<file path="config.mk">
export PLATFORM = sky130hd
export DESIGN_NAME = rf_wb_arbiter
export DESIGN_NICKNAME = d
export VERILOG_FILES = /design/src/rtl/rf_wb_arbiter_pkg.sv /design/src/rtl/rf_wb_arbiter_scoreboard.sv /design/src/rtl/rf_wb_arbiter.sv
export SDC_FILE = /design/constraint.sdc
export NUM_CORES = 1
export LEC_CHECK = 0
export CAP_MARGIN = 20
export CORE_MARGIN = 2
export CORE_UTILIZATION = 49
export CTS_BUF_LIST = sky130_fd_sc_hd__clkbuf_4
export CTS_CLUSTER_DIAMETER = 30
export DETAILED_ROUTE_END_ITERATION = 6
export PLACE_DENSITY = 0.88
export SYNTH_ARGS = -nofsm -noshare
export SYNTH_HDL_FRONTEND = slang
export SYNTH_SLANG_ARGS = --single-unit
</file>
<file path="constraint.sdc">
create_clock -name clk -period 2.9 [get_ports clk]
set_clock_uncertainty 0.15 [all_clocks]
set_input_delay 0.435 -clock clk [delete_from_list [all_inputs] [get_ports clk]]
set_output_delay 0.435 -clock clk [all_outputs]
set_load 0.03 [all_outputs]
</file>
<file path="src/rtl/rf_wb_arbiter_pkg.sv">
// -----------------------------------------------------------------------------
// rf_wb_arbiter_pkg
// Shared processor definitions for the register-file writeback path:
//   AW   - register address width
//   DW   - register data width
//   NREG - number of architectural registers (2**AW)
//   req_e - writeback requester encoding (REQ_A = ALU, REQ_B = load return)
// -----------------------------------------------------------------------------
package rf_wb_arbiter_pkg;

  localparam int AW   = 5;
  localparam int DW   = 32;
  localparam int NREG = 2 ** AW;

  typedef enum logic {
    REQ_A = 1'b0,
    REQ_B = 1'b1
  } req_e;

endpackage

</file>
<file path="src/rtl/rf_wb_arbiter_scoreboard.sv">
// -----------------------------------------------------------------------------
// rf_scoreboard
// One busy bit per architectural register, marking registers that still wait
// for a load result. Register 0 is hard-wired to never be busy.
// Ports:
//   clk, rst            - clock, synchronous active-high reset (clears all bits)
//   i_set_vld/i_set_ad  - mark a register busy at the next edge
//   i_clr_vld/i_clr_ad  - mark a register free at the next edge
//   i_q1_ad/i_q2_ad     - query addresses
//   o_busy1/o_busy2     - busy state of the queried registers (registered state)
// -----------------------------------------------------------------------------
module rf_scoreboard #(
  parameter int AW   = rf_wb_arbiter_pkg::AW,
  parameter int NREG = rf_wb_arbiter_pkg::NREG
) (
  input  logic          clk,
  input  logic          rst,
  input  logic          i_set_vld,
  input  logic [AW-1:0] i_set_ad,
  input  logic          i_clr_vld,
  input  logic [AW-1:0] i_clr_ad,
  input  logic [AW-1:0] i_q1_ad,
  input  logic [AW-1:0] i_q2_ad,
  output logic          o_busy1,
  output logic          o_busy2
);
  import rf_wb_arbiter_pkg::*;

  logic [NREG-1:0] r_busy;
  logic [NREG-1:0] w_set_mask;
  logic [NREG-1:0] w_clr_mask;
  logic [NREG-1:0] w_busy_nxt;

  // Clear first, then set: a reserve landing on the same edge as the
  // writeback of an older load belongs to a newer load, so it must survive.
  always_comb begin
    w_set_mask = '0;
    w_clr_mask = '0;
    if (i_set_vld) w_set_mask[i_set_ad] = 1'b1;
    if (i_clr_vld) w_clr_mask[i_clr_ad] = 1'b1;
    w_busy_nxt    = (r_busy & ~w_clr_mask) | w_set_mask;
    w_busy_nxt[0] = 1'b0;
  end

  always_ff @(posedge clk) begin
    if (rst) r_busy <= '0;
    else     r_busy <= w_busy_nxt;
  end

  // Query reads registered state only; a same-cycle reserve is not bypassed.
  assign o_busy1 = r_busy[i_q1_ad];
  assign o_busy2 = r_busy[i_q2_ad];

endmodule

</file>
<file path="src/rtl/rf_wb_arbiter.sv">
// -----------------------------------------------------------------------------
// rf_wb_arbiter
// Arbitrates the single register-file write port between the ALU (A) and the
// load-return path (B), registers the winning write, and tracks outstanding
// load destinations in a scoreboard.
// Ports:
//   clk, rst                      - clock, synchronous active-high reset
//   a_valid/a_ad/a_wd, a_ready    - ALU writeback request and grant
//   b_valid/b_ad/b_wd, b_ready    - load-return writeback request and grant
//   rsv_valid/rsv_ad              - reserve a load destination register
//   q1_ad/q2_ad, busy1/busy2      - scoreboard queries for source operands
//   we3/ad3/wd3                   - registered register-file write port
// -----------------------------------------------------------------------------
module rf_wb_arbiter #(
  parameter int AW   = rf_wb_arbiter_pkg::AW,
  parameter int DW   = rf_wb_arbiter_pkg::DW,
  parameter int NREG = rf_wb_arbiter_pkg::NREG
) (
  input  logic          clk,
  input  logic          rst,
  input  logic          a_valid,
  input  logic [AW-1:0] a_ad,
  input  logic [DW-1:0] a_wd,
  output logic          a_ready,
  input  logic          b_valid,
  input  logic [AW-1:0] b_ad,
  input  logic [DW-1:0] b_wd,
  output logic          b_ready,
  input  logic          rsv_valid,
  input  logic [AW-1:0] rsv_ad,
  input  logic [AW-1:0] q1_ad,
  input  logic [AW-1:0] q2_ad,
  output logic          busy1,
  output logic          busy2,
  output logic          we3,
  output logic [AW-1:0] ad3,
  output logic [DW-1:0] wd3
);
  import rf_wb_arbiter_pkg::*;

  req_e          r_last_grant;
  logic          r_we3;
  logic [AW-1:0] r_ad3;
  logic [DW-1:0] r_wd3;
  logic          r_clr_pend;

  logic          w_a_ready;
  logic          w_b_ready;
  logic          w_xfer;
  logic [AW-1:0] w_g_ad;
  logic [DW-1:0] w_g_wd;

  // Round-robin on ties: the requester not granted last time wins.
  always_comb begin
    w_a_ready = a_valid & ~rst & (~b_valid | (r_last_grant == REQ_B));
    w_b_ready = b_valid & ~rst & (~a_valid | (r_last_grant == REQ_A));
    w_xfer    = w_a_ready | w_b_ready;
    w_g_ad    = w_b_ready ? b_ad : a_ad;
    w_g_wd    = w_b_ready ? b_wd : a_wd;
  end

  // Write-port stage: one cycle after the transfer.
  always_ff @(posedge clk) begin
    if (rst) begin
      r_last_grant <= REQ_B;
      r_we3        <= 1'b0;
      r_ad3        <= '0;
      r_wd3        <= '0;
      r_clr_pend   <= 1'b0;
    end else begin
      if (w_a_ready)      r_last_grant <= REQ_A;
      else if (w_b_ready) r_last_grant <= REQ_B;
      // Writes to register 0 are accepted but never reach the register file.
      r_we3      <= w_xfer && (w_g_ad != '0);
      // The load's busy bit is released on the edge the register file
      // captures the write, i.e. while that write sits on ad3.
      r_clr_pend <= w_b_ready && (b_ad != '0);
      if (w_xfer) begin
        r_ad3 <= w_g_ad;
        r_wd3 <= w_g_wd;
      end
    end
  end

  rf_scoreboard #(
    .AW   (AW),
    .NREG (NREG)
  ) u_scoreboard (
    .clk       (clk),
    .rst       (rst),
    .i_set_vld (rsv_valid),
    .i_set_ad  (rsv_ad),
    .i_clr_vld (r_clr_pend),
    .i_clr_ad  (r_ad3),
    .i_q1_ad   (q1_ad),
    .i_q2_ad   (q2_ad),
    .o_busy1   (busy1),
    .o_busy2   (busy2)
  );

  assign a_ready = w_a_ready;
  assign b_ready = w_b_ready;
  assign we3     = r_we3;
  assign ad3     = r_ad3;
  assign wd3     = r_wd3;

endmodule

</file>
After elaboration in Yosys (flattened, before gate mapping)

Cells that the tools add are included.

Register bits: 72
Output and inout port bits: 42
Word-level logic and storage cells: 48

Magnitude comparators: 6
Mux-type cells: 14
Bitwise operators: 14
Reductions and logical operators: 7

Operators with widths:

| operator                                             | count |
|---|---|
| 2-to-1 mux 32 bit                                    | 3 |
| bitwise AND 32 bit                                   | 1 |
| inverter 32 bit                                      | 1 |
| bitwise OR 32 bit                                    | 1 |
| < comparator 5 x 6 -> 1 bit (second input constant)  | 4 |
| binary-select mux 1 bit (select 5 bit)               | 2 |
| demux 1 bit (select 5 bit)                           | 2 |
| >= comparator 5 x 1 -> 1 bit (second input constant) | 2 |
| nonzero test 5 bit                                   | 2 |
| 2-to-1 mux 1 bit                                     | 6 |
| 2-to-1 mux 5 bit                                     | 1 |
| bitwise AND 1 bit                                    | 4 |
| logical AND 1 bit                                    | 4 |
| inverter 1 bit                                       | 4 |
| bitwise OR 1 bit                                     | 3 |
| nonzero test 2 bit                                   | 1 |

Depth between registers and ports, before layout

Gate-level depths: netlist of the first run.

Word-level depth: 8
Depth in mapped cells: 6
Gate-level depth less buffers: 4

By module

A second synthesis of the first run with hierarchy kept.

Cells, all modules: 419
Area total of the unflattened synthesis: 3,786.1 µm²

Modules (own cells, without submodules):

| module        | times used | cells an instance | area an instance (µm²) | sequential area each (µm²) |
|---|---|---|---|---|
| rf_wb_arbiter | 1          | 190               | 1,966.9                | 800.8 |
| rf_scoreboard | 1          | 229               | 1,819.2                | 620.6 |

Worst setup path after synthesis of the first run

Ideal clock, no wire load.

Path kind: input to output
Start: input q1_ad[0]
End: output busy1
Data arrival time: 1.790 ns
Data required time: 2.315 ns
Setup slack: 0.525 ns
Stages on the path: 5
Buffers on the path: 1
Path through: clkbuf_1 > mux4_2 > nand2b_1 > o211ai_1 > nand4_1

Cells in the longest elaborated chain, start to end: 2

Ends and longest elaborated chain:

| item                                   | line                           | text |
|---|---|---|
| from (decl)                            | rf_wb_arbiter.sv:31            | `input logic [AW-1:0] q1_ad,` |
| binary-select mux 1 bit (select 5 bit) | rf_wb_arbiter_scoreboard.sv:51 | `assign o_busy1 = r_busy[i_q1_ad];` |
| 2-to-1 mux 1 bit (implied by the code) | rf_wb_arbiter_scoreboard.sv:51 |  |
| to (decl)                              | rf_wb_arbiter.sv:33            | `output logic busy1,` |

No other way between the ends. The select of a mux whose other input is x is not followed.

Worst setup path in the final report of the first run

Start: input q1_ad[1]
End: output busy1

Same word-level chain as after synthesis.

==> implementation parameters, run 1 <==
Parameter                              Value

Power
  Max IR drop VDD    0.306 mV
  Leakage dissipation    1.92 nW
  Ratio of total power to cell area    436 nW/um^2
  Total Power    2.28 mW

Synthesis
  Leading post-synthesis cells by cell area    sky130_fd_sc_hd__dfxtp_1 40%, sky130_fd_sc_hd__mux2i_1 15%, sky130_fd_sc_hd__a211oi_1 8.1%
  Warnings, synthesis    0
  Net Count, Synth    508
  Most used DFF post-synth    sky130_fd_sc_hd__dfxtp_1
  Synth cell count leaders    71 x sky130_fd_sc_hd__dfxtp_1, 55 x sky130_fd_sc_hd__mux2i_1, 47 x sky130_fd_sc_hd__nor2_1
  Most frequently used cell type in the post-synthesis netlist    sky130_fd_sc_hd__dfxtp_1
  Area share of the largest cell type after synthesis    39.5%
  Post-Synthesis Cell Area    3590 sq um
  Number of enable-type register cells in the synthesized netlist    0
  Synth area leader    sky130_fd_sc_hd__dfxtp_1
  Flip-flop and latch count after synthesis    71
  Count of unique library cells instantiated by Yosys    32
  Mapped Avg Cell Area    8.68 sq um
  Post-synthesis cell count    414
  Synth async-reset ratio    0%
  Register area share after synthesis    39.5%

Min path
  Path category of the worst min-delay check    in -> reg
  Worst hold start    rst

Floorplan
  Top-Level Pins    136
  Core Area    7180 sq um
  Full die area    8040 sq um
  Site Rows    31
  Starting utilization of the core area    50.1%
  Vertical die dimension    89.7 um
  Die width    89.7 um

CTS
  Worst-case clock buffer depth    2
  Clock-pin slew reported for the worst setup and hold paths after clock tree synthesis    0.11 ns
  CTS tree    done
  Maximum level of the CTS H-tree    3
  CTS Root Cell    sky130_fd_sc_hd__clkbuf_4
  Buffers inserted by post-CTS timing repair    0
  Clock insertion delay at the later pin of the skew report    0.43 ns
  Clk sinks    71
  Clock buffers created by TritonCTS    9

Placed design
  Placed Area    5080 sq um
  Cell count after placement    636
  HPWL after detailed placement    8140 um
  Count of buffers from port buffering    135
  Last weighted congestion value of the routability-driven placer    0.895

STA
  Number of max-slew violations in the final report    0
  Setup repair after global routing missed its margin    no
  Worst hold-check slack    0.175 ns
  Worst slew margin relative to its limit    55.4%
  Setup TNS    0 ns
  Final hold violation count    0
  Maximum frequency from static timing analysis    365 MHz
  Transition time at the pin with the least slew margin    0.667 ns
  Setup violation total in the final timing report    0
  Final clock period utilization by the worst path    94.4%
  Minimum clock period after layout    2.74 ns

Detailed routing
  Number of vias per cell    5.63
  Total iterations of the first detailed-routing run    5
  Total routed wirelength    10700 um
  DRC    0
  Routed WL per cell    16.5 um
  Residual antenna-violating net count after detailed routing    0
  First-iteration detailed-routing DRC count    215
  Total via count after detailed routing    3672

Run status
  Result of the run    finished, final reports clean

Setup path
  Delay contributed by the slowest stage of the critical path    0.51 ns
  Element type at the critical path start    input port
  CP Data Required Time    2.32 ns
  Crit Path Class    in -> out
  R2R setup slack    1.07 ns
  Endpoint class of the critical path    primary output
  Capturing instance or port of the critical path    busy1
  Cells along the critical path    clkdlybuf4s50_1 -> buf_4 -> nor2b_1 -> a22oi_1 -> nand3_1 -> nand4_1 -> dlygate4sd2_1
  Startpoint of the worst setup timing path    q1_ad[1]
  CP max stage cell    sky130_fd_sc_hd__clkdlybuf4s50_1
  Reg-to-Reg Start    r_last_grant
  Critical path buffers and inverters    3
  Data arrival time at the worst-slack endpoint    2.15 ns
  Instance count on the critical path    7
  Worst R2R End    wd3[19]
  Maximum fanout along the worst path    6
  Cell family contributing the most delay on the critical path    buffers and inverters
  Number of cells on the worst reg-to-reg path    5

Final layout
  Growth of design area from synthesis to finish    45.4%
  Number of diodes added for antenna fixing    0
  Final instance area    5230 sq um
  Fin cells    652
  Final-stage net count    642
  Fraction of layout instances using a drive strength above 1    8.86%

Global route
  Initial antenna violation count    0
  Maximum number of pins on one net before global-route repair    65
  Via count of the first global-routing pass    3721
  Total global routing overflow    0
  Global-route wire length before repair    17300 um
  GRT Util Overall    28.2%

Run
  Max-cap violations    0
==> cell families (layout without fill, tap and decap cells) <==
group | count (synthesis) | count (layout) | synth area share, %
flip-flops | 71 | 71 | 39.5
buffers and inverters | 35 | 174 | 4.42
AND/OR/NAND/NOR | 129 | 129 | 17.0
multiplexers | 61 | 61 | 19.1
AO/OA/AOI/OAI | 118 | 118 | 20.0
==> through the flow <==
step / setup slack (ns) / util (%)
6_report: 0.161 / 72.9
5_1_grt: 0.0442 / 72.9
4_1_cts: 0.00390 / 72.8
3_5_place_dp: -0.233 / 70.8
3_3_place_gp: -0.179 / 70.8
2_1_floorplan: 0.525 / -
==> area by class of cell <==
cell class | instances | area (sq um)
multi-input combinational | 308 | 2010
fill | 508 | 1950
timing repair buffer | 154 | 1510
sequential | 71 | 1420
tap | 99 | 124
clock inverter | 7 | 73.8
clock buffer | 9 | 67.6
inverter | 4 | 15.0
==> worst min path at each step <==
stage / endpoint / slack, ns / cells after the start
4_1_cts: wd3[4] / 0.15 / 2
3_5_place_dp: r_last_grant / 0.33 / 1
5_1_grt: wd3[6] / 0.15 / 2
2_1_floorplan: r_last_grant / 0.31 / 1
3_3_place_gp: r_last_grant / 0.32 / 1
6_report: wd3[6] / 0.17 / 2
==> power by group <==
group,switching (mW),leakage [nW],total [mW],internal [mW]
combinational,0.283,1.27,0.577,0.294
sequential,0.0405,0.581,1.07,1.03
clock,0.370,0.0759,0.633,0.264
total,0.694,1.92,2.28,1.59
==> worst reg2reg max path, delay by kind of cell (launching register included) <==
family | cells | cell delay (ns)
AO/OA/AOI/OAI | 1 | 0.11
flip-flops | 1 | 0.37
buffers and inverters | 1 | 0.26
AND/OR/NAND/NOR | 2 | 0.57
multiplexers | 1 | 0.23
==> repair_timing <==
action / 4_1_cts / 5_1_grt
pin swaps: 0 / 0
setup endpoints to repair: 2 / 2
hold endpoints to repair: 0 / 0
hold buffers: 0 / 0
gates resized for setup: 2 / 2
==> state kept, by name, indices dropped and copies added (netlist names) <==
name                 flops
we3                      1
u_scoreboard.r_busy     31
r_last_grant             1
r_clr_pend               1
wd3                     32
ad3                      5
==> per-layer routing <==
metal / GRT usage [%] / wire length (um) / up-vias / share of wire, %
li1: - / - / 1775 / -
met1: 32.9 / 4250 / 1700 / 40
met2: 47.5 / 5350 / 169 / 50
met3: 8.78 / 850 / 28 / 7.9
met4: 12.3 / 294 / 0 / 2.7
met5: 0 / 0 / - / 0
==> cells in the final DEF, fill, tap and decap left out, drive strengths merged, types with 3 or more instances in the layout <==
| cell type | synthesis | routed |
|---|---|---|
| dfxtp | 71 | 71 |
| nand2 | 39 | 39 |
| nand3 | 10 | 10 |
| nor2 | 47 | 47 |
| clkdlybuf4s50 | 0 | 128 |
| clkinv | 0 | 5 |
| nand2b | 4 | 4 |
| nor2b | 5 | 5 |
| mux4 | 6 | 6 |
| nand3b | 6 | 6 |
| buf | 13 | 22 |
| inv | 4 | 4 |
| nor3b | 4 | 4 |
| nor3 | 4 | 4 |
| a211oi | 39 | 39 |
| mux2i | 55 | 55 |
| and3b | 3 | 3 |
| o21ai | 31 | 31 |
| a21oi | 38 | 38 |
| a22oi | 4 | 4 |
| clkbuf | 18 | 9 |
Power figures use the tool's default switching activity.
==> run 2: changes to the inputs <==
--- a/config.mk
+++ b/config.mk
@@ -7,11 +7,11 @@
 export LEC_CHECK = 0
 export CAP_MARGIN = 20
 export CORE_MARGIN = 2
-export CORE_UTILIZATION = 49
+export CORE_UTILIZATION = 41
 export CTS_BUF_LIST = sky130_fd_sc_hd__clkbuf_4
 export CTS_CLUSTER_DIAMETER = 30
 export DETAILED_ROUTE_END_ITERATION = 6
-export PLACE_DENSITY = 0.88
+export PLACE_DENSITY = 0.78
 export SYNTH_ARGS = -nofsm -noshare
 export SYNTH_HDL_FRONTEND = slang
 export SYNTH_SLANG_ARGS = --single-unit
==> constraint.sdc (replaced) <==
create_clock -name clk -period 2.3 [get_ports clk]
set_clock_uncertainty 0.15 [all_clocks]
set_input_delay 0.345 -clock clk [delete_from_list [all_inputs] [get_ports clk]]
set_output_delay 0.345 -clock clk [all_outputs]
set_load 0.03 [all_outputs]
==> run 2 against run 1 <==
The flow now finishes with violations (setup timing). Sequential share of layout area decreased by 0.70 points. Register-to-register slack got worse by 0.36 ns. Largest power group unchanged. Clock-buffer cell count is the same. Final area up 3.0%. Worst setup slack worse by 0.17 ns. Clock power rose by 56%. Global-route usage decreased by 5.2 points. Critical path depth down 2. Final cell count grew 2.3%. Via count grew 0.38%. Highest routed layer unchanged. Worst hold slack improved by 0.14 ns. Combinational power is 32% higher.
==> implementation parameters, run 2 (synthesis gave the netlist of run 1 again) <==
Parameter                              Value

Detailed routing
  Routed WL per cell    16.5 um (about the same)
  Residual antenna-violating net count after detailed routing    0 (unchanged)
  Routed length on met3    1000 um (+18%)
  Routed met2 length    5390 um (+0.77%)
  Top routing layer used    met4
  Total via count after detailed routing    3686 (+0.38%)
  First-iteration detailed-routing DRC count    228 (+6.0%)
  Number of vias per cell    5.53 (-1.9%)
  DRC    0 (unchanged)
  Total routed wirelength    11000 um (+2.2%)
  Total iterations of the first detailed-routing run    4 (-1)
  Wire length the detailed router placed on met1    4380 um (+3.1%)

STA
  Minimum clock period after layout    2.30 ns
  Setup WS post-layout    -0.00415 ns (-0.165 ns)
  Number of max-slew violations in the final report    0 (unchanged)
  Setup TNS    -0.00415 ns (-0.00415 ns)
  Worst slew margin relative to its limit    69.0% (+14 points)
  Maximum frequency from static timing analysis    434 MHz
  Final clock period utilization by the worst path    100%
  Setup violation total in the final timing report    1 (+1)
  Worst hold-check slack    0.319 ns (+0.144 ns)
  Setup repair after global routing missed its margin    yes
  Transition time at the pin with the least slew margin    0.463 ns (-0.204 ns)
  Final hold violation count    0 (unchanged)

Global route
  Maximum number of pins on one net before global-route repair    46 (-29%)
  Initial antenna violation count    0 (unchanged)
  Total global routing overflow    0 (unchanged)
  GRT Util Overall    23.0% (-5.2 points)
  Global-route wire length before repair    17900 um (+3.3%)
  Via count of the first global-routing pass    3796 (+2.0%)

Setup path
  Delay contributed by the slowest stage of the critical path    0.49 ns (-0.02 ns)
  Reg-to-Reg Start    r_last_grant
  Maximum fanout along the worst path    3 (-3)
  R2R setup slack    0.71 ns (-0.36 ns)
  Data arrival time at the worst-slack endpoint    1.81 ns (-0.34 ns)
  Element type at the critical path start    flip-flop
  Cell family contributing the most delay on the critical path    multiplexers
  Endpoint class of the critical path    primary output
  Worst R2R End    wd3[13]
  Crit Path Class    reg -> out
  Number of cells on the worst reg-to-reg path    5 (unchanged)
  CP Data Required Time    1.80 ns (-0.52 ns)
  CP max stage cell    sky130_fd_sc_hd__mux4_2
  Cells along the critical path    mux4_2 -> nand2b_4 -> o211ai_1 -> nand4_1 -> buf_6
  Critical path buffers and inverters    1 (-2)

Final layout
  Utilization of the core after routing    62.7% (-10 points)
  Fillers    719 (+42%)
  Max reg flops    32 (unchanged)
  Number of diodes added for antenna fixing    0 (unchanged)
  Fraction of layout instances using a drive strength above 1    11.6% (+2.8 points)
  Most common cell after layout, fill and taps aside    sky130_fd_sc_hd__clkdlybuf4s50_1
  Final instance area    5380 sq um (+3.0%)
  Growth of design area from synthesis to finish    49.8%
  Final-stage net count    648 (+0.93%)
  Top library cells by usage in the layout, fill and taps aside    126 x sky130_fd_sc_hd__clkdlybuf4s50_1, 67 x sky130_fd_sc_hd__dfxtp_1, 55 x sky130_fd_sc_hd__mux2i_1

Min path
  Worst hold start    rst
  Path category of the worst min-delay check    in -> reg
  Hold Path End    wd3[14]
  Cell depth of the worst min-delay path    3 (+1)

Placed design
  HPWL after detailed placement    8340 um (+2.5%)
  Last weighted congestion value of the routability-driven placer    0.911 (+1.8%)
  Count of buffers from port buffering    135 (unchanged)
  Placed Area    5160 sq um (+1.6%)

CTS
  Hold-fix buffers at CTS    0 (unchanged)
  Worst-case clock buffer depth    2 (unchanged)
  Clock-pin slew reported for the worst setup and hold paths after clock tree synthesis    0.11 ns (about the same)
  Buffers inserted by post-CTS timing repair    0 (unchanged)
  CTS tree    done
  Clk sinks    71 (unchanged)
  Clock insertion delay at the later pin of the skew report    0.43 ns (about the same)
  CTS Root Cell    sky130_fd_sc_hd__clkbuf_4
  Clock buffers created by TritonCTS    9 (unchanged)
  Maximum level of the CTS H-tree    3 (unchanged)

Floorplan
  Starting utilization of the core area    41.8% (-8.3 points)
  Full die area    9530 sq um (+19%)
  Vertical die dimension    97.6 um (+8.9%)
  Core Area    8590 sq um (+20%)
  Die width    97.6 um (+8.9%)
  Top-Level Pins    136 (unchanged)
  Site Rows    34 (+9.7%)

Run status
  Result of the run    finished with violations
  Failing checks    setup timing

Power
  Total Power    3.09 mW (+35%)
  Leakage dissipation    1.98 nW (+2.6%)
  Ratio of total power to cell area    573 nW/um^2 (+32%)
  Max IR drop VDD    0.346 mV (+13%)

Run
  Max-cap violations    0 (unchanged)
-- run 2: changes by cell type in the layout (fill, tap and decap cells not counted), sizes merged, moves of 2 or more --
cell / change
clkdlybuf4s50: -2
buf: +8
bufinv: +2
clkinv: -2
dlymetal6s2s: -2
-- run 2: cell type report --
cell class              count  area [sq um]  share of cell area (%)
clock inverters             7           111                    2.07
multi-input cells         308          2050                    38.1
inverters                   4          15.0                   0.279
well taps                 108           135                    2.51
clock buffers               9          67.6                    1.25
repair buffers            160          1580                    29.3
flip-flops and latches     71          1430                    26.5
-- run 2: metal layers --
metal,vias to the layer above,GRT usage (%)
met5,-,0
met4,0,9.40
met3,24,7.41
met2,142,39.7
met1,1726,26.0
li1,1794,-
-- run 2: how the worst max path moves through the flow --
stage | start | cells past startpoint | slack [ns] | end
after global routing | u_scoreboard.r_busy[7] | 5 | -0.07 | busy1
final | u_scoreboard.r_busy[7] | 5 | -0.004 | busy1
after global placement | q2_ad[0] | 6 | -0.61 | busy2
after floorplan | q1_ad[0] | 5 | 0.11 | busy1
after CTS | u_scoreboard.r_busy[23] | 5 | 0.002 | busy1
after detailed placement | q1_ad[0] | 6 | -0.68 | busy1
-- run 2: where the power goes --
| part | switching [mW] | internal (mW) |
|---|---|---|
| clock network | 0.446 | 0.543 |
| logic | 0.374 | 0.388 |
| registers | 0.0401 | 1.30 |
-- run 2: per-stage QoR --
stage          setup slack [ns]  instances
2_1_floorplan             0.105        414
5_1_grt                 -0.0697        667
3_3_place_gp             -0.614        651
3_5_place_dp             -0.676        651
6_report               -0.00415        667
4_1_cts                 0.00227        667
-- run 2: repair_timing --
action                                  in CTS  in global routing
pin swaps                                    0                  2
resized for setup                           19                 10
endpoints found under the setup margin       2                  2
-- run 2: worst reg2reg max path: stages, from the launching register on --
cell and delay (ns):
sky130_fd_sc_hd__dfxtp_1 0.37, sky130_fd_sc_hd__nor2b_1 0.09, sky130_fd_sc_hd__nor3_4 0.20, sky130_fd_sc_hd__buf_4 0.32
sky130_fd_sc_hd__mux2i_1 0.12, sky130_fd_sc_hd__a211oi_1 0.25
